File: config.mk
export PLATFORM = sky130hd
export DESIGN_NAME = wb_gpio_bank_flat
export DESIGN_NICKNAME = d
export VERILOG_FILES = /design/src/rtl/wb_gpio_bank_if.sv /design/src/rtl/wb_gpio_bank.sv /design/src/flat_wrapper.sv
export SDC_FILE = /design/constraint.sdc
export NUM_CORES = 1
export LEC_CHECK = 0
export CORE_MARGIN = 1.5
export CORE_UTILIZATION = 40
export CTS_BUF_LIST = sky130_fd_sc_hd__clkbuf_16
export DETAILED_ROUTE_END_ITERATION = 6
export GPL_TIMING_DRIVEN = 0
export PLACE_DENSITY_LB_ADDON = 0.08
export SYNTH_ARGS = -nofsm -noshare
export SYNTH_HDL_FRONTEND = slang
export SYNTH_SLANG_ARGS = --single-unit
File: constraint.sdc
create_clock -name wb_clk_i -period 3.6 [get_ports wb_clk_i]
set_input_delay 0.72 -clock wb_clk_i [delete_from_list [all_inputs] [get_ports wb_clk_i]]
set_output_delay 0.72 -clock wb_clk_i [all_outputs]
set_load 0.02 [all_outputs]
File: src/rtl/wb_gpio_bank_if.sv
// Wishbone classic bus bundle for wb_gpio_bank.
// Signal names keep the Caravel wbs_* naming, seen from the slave side.
// The master modport drives the request; the slave modport returns data and ack.
interface wb_gpio_bank_if;
    logic        wbs_cyc_i;
    logic        wbs_stb_i;
    logic        wbs_we_i;
    logic [3:0]  wbs_sel_i;
    logic [31:0] wbs_adr_i;
    logic [31:0] wbs_dat_i;
    logic [31:0] wbs_dat_o;
    logic        wbs_ack_o;

    modport master (
        output wbs_cyc_i, wbs_stb_i, wbs_we_i, wbs_sel_i, wbs_adr_i, wbs_dat_i,
        input  wbs_dat_o, wbs_ack_o
    );

    modport slave (
        input  wbs_cyc_i, wbs_stb_i, wbs_we_i, wbs_sel_i, wbs_adr_i, wbs_dat_i,
        output wbs_dat_o, wbs_ack_o
    );
endinterface

File: src/rtl/wb_gpio_bank.sv
// wb_gpio_bank: Wishbone-slave GPIO bank.
// OUT/OEB registers drive the pads directly; io_in is synchronised and
// readable as IN. With the GPIO_IRQ_EN macro defined, per-pin edge
// detection sets sticky STATUS bits (W1C) and raises a level irq when
// STATUS & IRQ_EN is non-zero; without it that block is absent and irq is 0.
// Word map on adr[4:2]: 0 OUT, 1 OEB, 2 IN, 3 IRQ_EN, 4 EDGE, 5 STATUS.
module wb_gpio_bank #(
    parameter int N_PINS      = 16,
    parameter int SYNC_STAGES = 2
) (
    input  logic              wb_clk_i,
    input  logic              wb_rst_i,
    wb_gpio_bank_if.slave     bus,
    input  logic [N_PINS-1:0] io_in,
    output logic [N_PINS-1:0] io_out,
    output logic [N_PINS-1:0] io_oeb,
    output logic              irq
);

    localparam logic [2:0] W_OUT    = 3'd0;
    localparam logic [2:0] W_OEB    = 3'd1;
    localparam logic [2:0] W_IN     = 3'd2;
    localparam logic [2:0] W_IRQ_EN = 3'd3;
    localparam logic [2:0] W_EDGE   = 3'd4;
    localparam logic [2:0] W_STATUS = 3'd5;

    logic              ack_reg;
    logic [31:0]       dat_o_reg;
    logic              access;
    logic              wr_en;
    logic [2:0]        word;
    logic [31:0]       byte_mask;
    logic [N_PINS-1:0] wmask;
    logic [N_PINS-1:0] wdata;
    logic [31:0]       rd_data;
    logic [N_PINS-1:0] out_reg;
    logic [N_PINS-1:0] oeb_reg;
    logic [N_PINS-1:0] sync_reg [SYNC_STAGES];
    logic [N_PINS-1:0] in_val;

    // A new transfer is accepted only while ack is low, so back-to-back
    // strobes get at most one ack every two cycles. Accepted writes commit
    // on the same edge that raises ack.
    assign access = bus.wbs_cyc_i & bus.wbs_stb_i & ~ack_reg;
    assign wr_en  = access & bus.wbs_we_i;
    assign word   = bus.wbs_adr_i[4:2];

    for (genvar gi = 0; gi < 4; gi++) begin : g_lane
        assign byte_mask[gi*8 +: 8] = {8{bus.wbs_sel_i[gi]}};
    end

    assign wmask = byte_mask[N_PINS-1:0];
    assign wdata = bus.wbs_dat_i[N_PINS-1:0];

    // Bits outside N_PINS and the undecoded address bits are intentionally dropped.
    logic unused_bits;
    assign unused_bits = &{1'b0, bus.wbs_adr_i, bus.wbs_dat_i, byte_mask};

    function automatic logic [N_PINS-1:0] merge(input logic [N_PINS-1:0] old_val);
        return (old_val & ~wmask) | (wdata & wmask);
    endfunction

    // Input synchroniser chain; the last stage is the IN register value.
    for (genvar gi = 0; gi < SYNC_STAGES; gi++) begin : g_sync
        if (gi == 0) begin : g_first
            // First stage samples the raw pads.
            always_ff @(posedge wb_clk_i or posedge wb_rst_i) begin
                if (wb_rst_i) sync_reg[gi] <= '0;
                else          sync_reg[gi] <= io_in;
            end
        end else begin : g_rest
            // Later stages shift the value along the chain.
            always_ff @(posedge wb_clk_i or posedge wb_rst_i) begin
                if (wb_rst_i) sync_reg[gi] <= '0;
                else          sync_reg[gi] <= sync_reg[gi-1];
            end
        end
    end

    assign in_val = sync_reg[SYNC_STAGES-1];

    // Pad control registers with byte-lane write masking.
    always_ff @(posedge wb_clk_i or posedge wb_rst_i) begin
        if (wb_rst_i) begin
            out_reg <= '0;
            oeb_reg <= '1;
        end else if (wr_en) begin
            if (word == W_OUT) out_reg <= merge(out_reg);
            if (word == W_OEB) oeb_reg <= merge(oeb_reg);
        end
    end

    assign io_out = out_reg;
    assign io_oeb = oeb_reg;

`ifdef GPIO_IRQ_EN
    logic [N_PINS-1:0] prev_reg;
    logic [N_PINS-1:0] irq_en_reg;
    logic [N_PINS-1:0] edge_reg;
    logic [N_PINS-1:0] status_reg;
    logic              irq_reg;
    logic [N_PINS-1:0] edge_event;
    logic [N_PINS-1:0] status_clr;

    // EDGE=1 selects rising edges, EDGE=0 falling edges, per pin.
    assign edge_event = ( edge_reg &  in_val & ~prev_reg)
                      | (~edge_reg & ~in_val &  prev_reg);

    assign status_clr = (wr_en && word == W_STATUS) ? (wdata & wmask) : '0;

    // Edge history, interrupt configuration and sticky status; a new event
    // wins over a simultaneous W1C of the same bit.
    always_ff @(posedge wb_clk_i or posedge wb_rst_i) begin
        if (wb_rst_i) begin
            prev_reg   <= '0;
            irq_en_reg <= '0;
            edge_reg   <= '1;
            status_reg <= '0;
        end else begin
            prev_reg   <= in_val;
            status_reg <= (status_reg & ~status_clr) | edge_event;
            if (wr_en && word == W_IRQ_EN) irq_en_reg <= merge(irq_en_reg);
            if (wr_en && word == W_EDGE)   edge_reg   <= merge(edge_reg);
        end
    end

    // Registered level interrupt.
    always_ff @(posedge wb_clk_i or posedge wb_rst_i) begin
        if (wb_rst_i) irq_reg <= 1'b0;
        else          irq_reg <= |(status_reg & irq_en_reg);
    end

    assign irq = irq_reg;

    // Read-data multiplexer, zero-extended to the bus width.
    always_comb begin
        rd_data = '0;
        case (word)
            W_OUT:    rd_data[N_PINS-1:0] = out_reg;
            W_OEB:    rd_data[N_PINS-1:0] = oeb_reg;
            W_IN:     rd_data[N_PINS-1:0] = in_val;
            W_IRQ_EN: rd_data[N_PINS-1:0] = irq_en_reg;
            W_EDGE:   rd_data[N_PINS-1:0] = edge_reg;
            W_STATUS: rd_data[N_PINS-1:0] = status_reg;
            default:  rd_data = '0;
        endcase
    end
`else
    assign irq = 1'b0;

    // Read-data multiplexer; interrupt offsets read as zero in this build.
    always_comb begin
        rd_data = '0;
        case (word)
            W_OUT:   rd_data[N_PINS-1:0] = out_reg;
            W_OEB:   rd_data[N_PINS-1:0] = oeb_reg;
            W_IN:    rd_data[N_PINS-1:0] = in_val;
            default: rd_data = '0;
        endcase
    end
`endif

    // Bus response: one-cycle ack; read data present only during a read ack.
    always_ff @(posedge wb_clk_i or posedge wb_rst_i) begin
        if (wb_rst_i) begin
            ack_reg   <= 1'b0;
            dat_o_reg <= '0;
        end else begin
            ack_reg   <= access;
            dat_o_reg <= (access && !bus.wbs_we_i) ? rd_data : '0;
        end
    end

    assign bus.wbs_ack_o = ack_reg;
    assign bus.wbs_dat_o = dat_o_reg;

endmodule

File: src/flat_wrapper.sv
// flat-port wrapper written by rule: the top's interface ports become plain ports
module wb_gpio_bank_flat 
#(
    parameter int N_PINS      = 16,
    parameter int SYNC_STAGES = 2
)
  (wb_clk_i, wb_rst_i, io_in, io_out, io_oeb, irq, bus_wbs_cyc_i, bus_wbs_stb_i, bus_wbs_we_i, bus_wbs_sel_i, bus_wbs_adr_i, bus_wbs_dat_i, bus_wbs_dat_o, bus_wbs_ack_o);
  wb_gpio_bank_if bus_i ();
  input  logic wb_clk_i;
  input  logic wb_rst_i;
  input  logic [N_PINS-1:0] io_in;
  output logic [N_PINS-1:0] io_out;
  output logic [N_PINS-1:0] io_oeb;
  output logic irq;
  input wire logic [$bits(bus_i.wbs_cyc_i)-1:0] bus_wbs_cyc_i;
  input wire logic [$bits(bus_i.wbs_stb_i)-1:0] bus_wbs_stb_i;
  input wire logic [$bits(bus_i.wbs_we_i)-1:0] bus_wbs_we_i;
  input wire logic [$bits(bus_i.wbs_sel_i)-1:0] bus_wbs_sel_i;
  input wire logic [$bits(bus_i.wbs_adr_i)-1:0] bus_wbs_adr_i;
  input wire logic [$bits(bus_i.wbs_dat_i)-1:0] bus_wbs_dat_i;
  output wire logic [$bits(bus_i.wbs_dat_o)-1:0] bus_wbs_dat_o;
  output wire logic [$bits(bus_i.wbs_ack_o)-1:0] bus_wbs_ack_o;
  assign bus_i.wbs_cyc_i = bus_wbs_cyc_i;
  assign bus_i.wbs_stb_i = bus_wbs_stb_i;
  assign bus_i.wbs_we_i = bus_wbs_we_i;
  assign bus_i.wbs_sel_i = bus_wbs_sel_i;
  assign bus_i.wbs_adr_i = bus_wbs_adr_i;
  assign bus_i.wbs_dat_i = bus_wbs_dat_i;
  assign bus_wbs_dat_o = bus_i.wbs_dat_o;
  assign bus_wbs_ack_o = bus_i.wbs_ack_o;
  wb_gpio_bank #(.N_PINS(N_PINS), .SYNC_STAGES(SYNC_STAGES)) u_core (.wb_clk_i(wb_clk_i), .wb_rst_i(wb_rst_i), .bus(bus_i), .io_in(io_in), .io_out(io_out), .io_oeb(io_oeb), .irq(irq));
endmodule
Word level (Yosys, flattened, before mapping)
Index checks and enable logic that the tools add are counted.
{"block": "word_totals", "output_inout_bits": 66, "regBits": 97, "input_bits": 89}
{"block": "op_classes", "muxes": 2, "bitwise_logic": 10, "reduce_logical": 5, "eq_ne": 2}
{"op": "bitwise AND 16 bit", "count": 3}
{"op": "case mux 16 bit (3 select lines)", "count": 1}
{"op": "OR 16 bit", "count": 2}
{"op": "2-to-1 mux 16 bit", "count": 1}
{"op": "NOT 16 bit", "count": 1}
{"op": "AND reduction 2 bit", "count": 2}
{"op": "bitwise AND 1 bit", "count": 3}
{"op": "== test 3 x 1 -> 1 bit, second input constant", "count": 1}
{"op": "== test 3 x 2 -> 1 bit, second input constant", "count": 1}
{"op": "logical NOT 3 bit", "count": 1}
{"op": "logical AND 1 bit", "count": 1}
{"op": "logical NOT 1 bit", "count": 1}
{"op": "NOT 1 bit", "count": 1}

Depth between registers and ports, before layout
{"block": "depth", "word_depth": 4, "mapped_depth": 6}

Least setup slack after synthesis
Ideal clock, no wire load.
{"block": "synth_path", "kind": "input port to flip-flop", "start": "input port bus_wbs_adr_i[3]", "end": "register with a tool-made name", "cell_stages": 6, "t_arrival_ps": 1714, "setup_time_ps": 82, "n_path_buf": 3, "setup_slack_ps": 1804, "path_cell_list": "buf_6 nor2b_4 buf_6 and4_4 buf_6 mux2_4"}
{"element": "start: declaration", "line": "flat_wrapper.sv:19", "rtl": "input wire logic [$bits(bus_i.wbs_adr_i)-1:0] bus_wbs_adr_i;"}

==> impl_metrics.toml <==
[setup_path]
crit_buf_inv = 1
cp.required_ns = 2.88
timing.rr.start = "u_core.bus.wbs_ack_o"
cp.arrival_ns = 1.50
worstPathCellList = "clkdlybuf4s50_1"
end_kind = "output pin"
crit_path_start_kind = "flop"
critPathKind = "reg -> out"
worstPathMaxFanout = 3
critPathMaxStageDelay_ns = 0.62
critPathTopFamily = "buffers and inverters"
crit_path_top_delay_cell = "clkdlybuf4s50_1"

[timing]
fmax_ghz = 0.451
max_slew.worst_pin.slew_ns = 0.591
fin_ws_ns = 1.38
fin_skew_ns = 0.00867
hold_viol = 0
rsz0062_at_grt = "false"
setup-violations-final = 0
slew_headroom_pct = 60.6
finalMaxSlewViolations = 0
setup-tns-final_ns = 0
period_minus_slack_ns = 2.22
fin_crit_sh_pct = 61.6

[die]
io_pins = 155
die_area_um2 = 8390
rows = 32
fp.dieH_um = 91.6
start_util_pct = 41.1
die_w_um = 91.6
core_um2 = 7650

[synthesis]
syn_area_um2 = 3140
syn_avg_cell_area_um2 = 15.4
yosysWarnings = 0
netlist_instances = 204
ys_seq_area_share_pct = 65.2
synth_cell_type_count = 20
synth-seq-cells = 81

[worst_hold_path]
hold_class = "reg -> reg"
worst_hold_startpoint = "u_core.sync_reg[27]"

[final_layout]
stdcell_area_um2 = 4500
utilization_pct = 58.8
layout-drive-gt1-share_pct = 30.2
n_antenna_cell = 0
fillers = 611
final_nets = 409
final_cell_mix = "clkdlybuf4s50_1, dfrtp_1, buf_4, conb_1"
layout_commonest_cell = "clkdlybuf4s50_1"
syn_to_final_growth_pct = 43.2

[drt]
vias = 1929
drcViolationCount = 0
wl_um = 6630
first_pass_iters = 4
viasPerCell = 4.52
drt_iter0_drc = 59
ant_nets = 0
wl_per_cell_um = 15.5

[clock_network]
cts.hold.buffers_added = 0
clkSlewWorstSetupHoldPaths_ns = 0.06
cts_tree = "done"
post_cts_buffers = 0
cts_buffers = 9
htreeDepth = 3
clock-sinks = 81
clk_path_buf_depth = 2
cts-resized-gates = 0
cts_root_buf = "clkbuf_16"
clkLatencyLatePin_ns = 0.33

[flow_run]
drv_cap = 0

[global_routing]
grt_pass1_vias = 2008
antenna_found_initial = 0
grt_pass1_wl_um = 10700
grt_max_degree = 46
grt_overflow = 0
track_usage_pct = 17.2

[pwr]
seq_power_share_pct = 46.9
power.density_nw_per_um2 = 489
power_frac_clock_pct = 36.7
power_frac_comb_pct = 16.3
p_switching_uw = 550
power_leakage_uw = 0.00205
swShare_pct = 25.0
p_int_uw = 1650
peakVddDrop_mv = 0.243

[outcome]
outcome = "complete, no violations"

[placed_design]
dp.final_hpwl_um = 4570
detailedPlace.worstSlack_ns = 1.12
portBuffers = 88
placed_cell_area_um2 = 4230
gp_congestion = 0.690
==> cell usage after synthesis <==
cell        n  area (um^2)
dfrtp_1    65         1630
buf_4      17          128
dfstp_2    16          420
mux2_2     16          180
mux2_4     16          240
mux2i_1    16          160
nor2_1     14         52.6
a2bb2oi_1  12          105
nand2_1     6         22.5
a21oi_1     5         25.0
buf_6       5         56.3
or2_2       4         25.0
and4_4      2         22.5
buf_2       2         10.0
clkbuf_1    2         7.51
nand4_2     2         25.0
and4bb_2    1         12.5
conb_1      1         3.75
inv_1       1         3.75
nor2b_4     1         13.8
==> worst paths after layout <==
| kind | end | cells past startpoint | slack, ns |
|---|---|---|---|
| setup / recovery | io_oeb[10] | 1 | 1.38 |
| hold reg to reg | u_core.in_val[11] | 0 | 0.35 |
| max in group asynchronous | async pin | 3 | 2.20 |
| setup reg to reg | u_core.bus.wbs_dat_o[10] | 4 | 1.99 |
| hold / removal | u_core.in_val[11] | 0 | 0.35 |
| min in group asynchronous | u_core.sync_reg[28] | 2 | 0.76 |
==> power by group through the flow <==
| stage | Combinational [uW] | Sequential [uW] | Clock, uW |
|---|---|---|---|
| 6_report | 360 | 1030 | 809 |
| 5_1_grt | 383 | 1040 | 870 |
| 4_1_cts | 364 | 1030 | 829 |
| 3_5_place_dp | 363 | 1050 | 0 |
| 3_3_place_gp | 356 | 1050 | 0 |
| 2_1_floorplan | 143 | 1100 | 0 |
==> final cells by class <==
| type | instances | area, um^2 | area share, % |
|---|---|---|---|
| repair buffers | 89 | 901 | 20.0 |
| clock buffers | 9 | 225 | 5.01 |
| clock inverters | 7 | 41.3 | 0.918 |
| well taps | 102 | 128 | 2.84 |
| flip-flops and latches | 81 | 2050 | 45.5 |
| multi-input cells | 112 | 948 | 21.1 |
| plain buffers | 26 | 201 | 4.48 |
| inverters | 1 | 6.26 | 0.139 |
==> logic make-up after synthesis <==
kind of cell / synth area share [%]
DFF: 65.2
other: 0.119
and+or+nand+nor: 5.54
muxes: 18.5
buffers and inverters: 6.53
AOI/OAI and AO/OA: 4.14
==> layer usage <==
| metal | part of all wire [%] | track usage [%] |
|---|---|---|
| met3 | 5.6 | 4.86 |
| met1 | 44 | 22.0 |
| met5 | 0 | 0 |
| met4 | 1.6 | 6.77 |
| met2 | 49 | 27.7 |
==> through the flow <==
step                      hold slack, ns  total power (uW)  instances
after floorplan                    0.331              1240        220
after global placement             0.333              1400        410
after detailed placement           0.335              1410        411
after CTS                          0.348              2230        427
after global routing               0.351              2300        427
final                              0.347              2200        427
No activity file was read; power rests on OpenSTA's default activity.
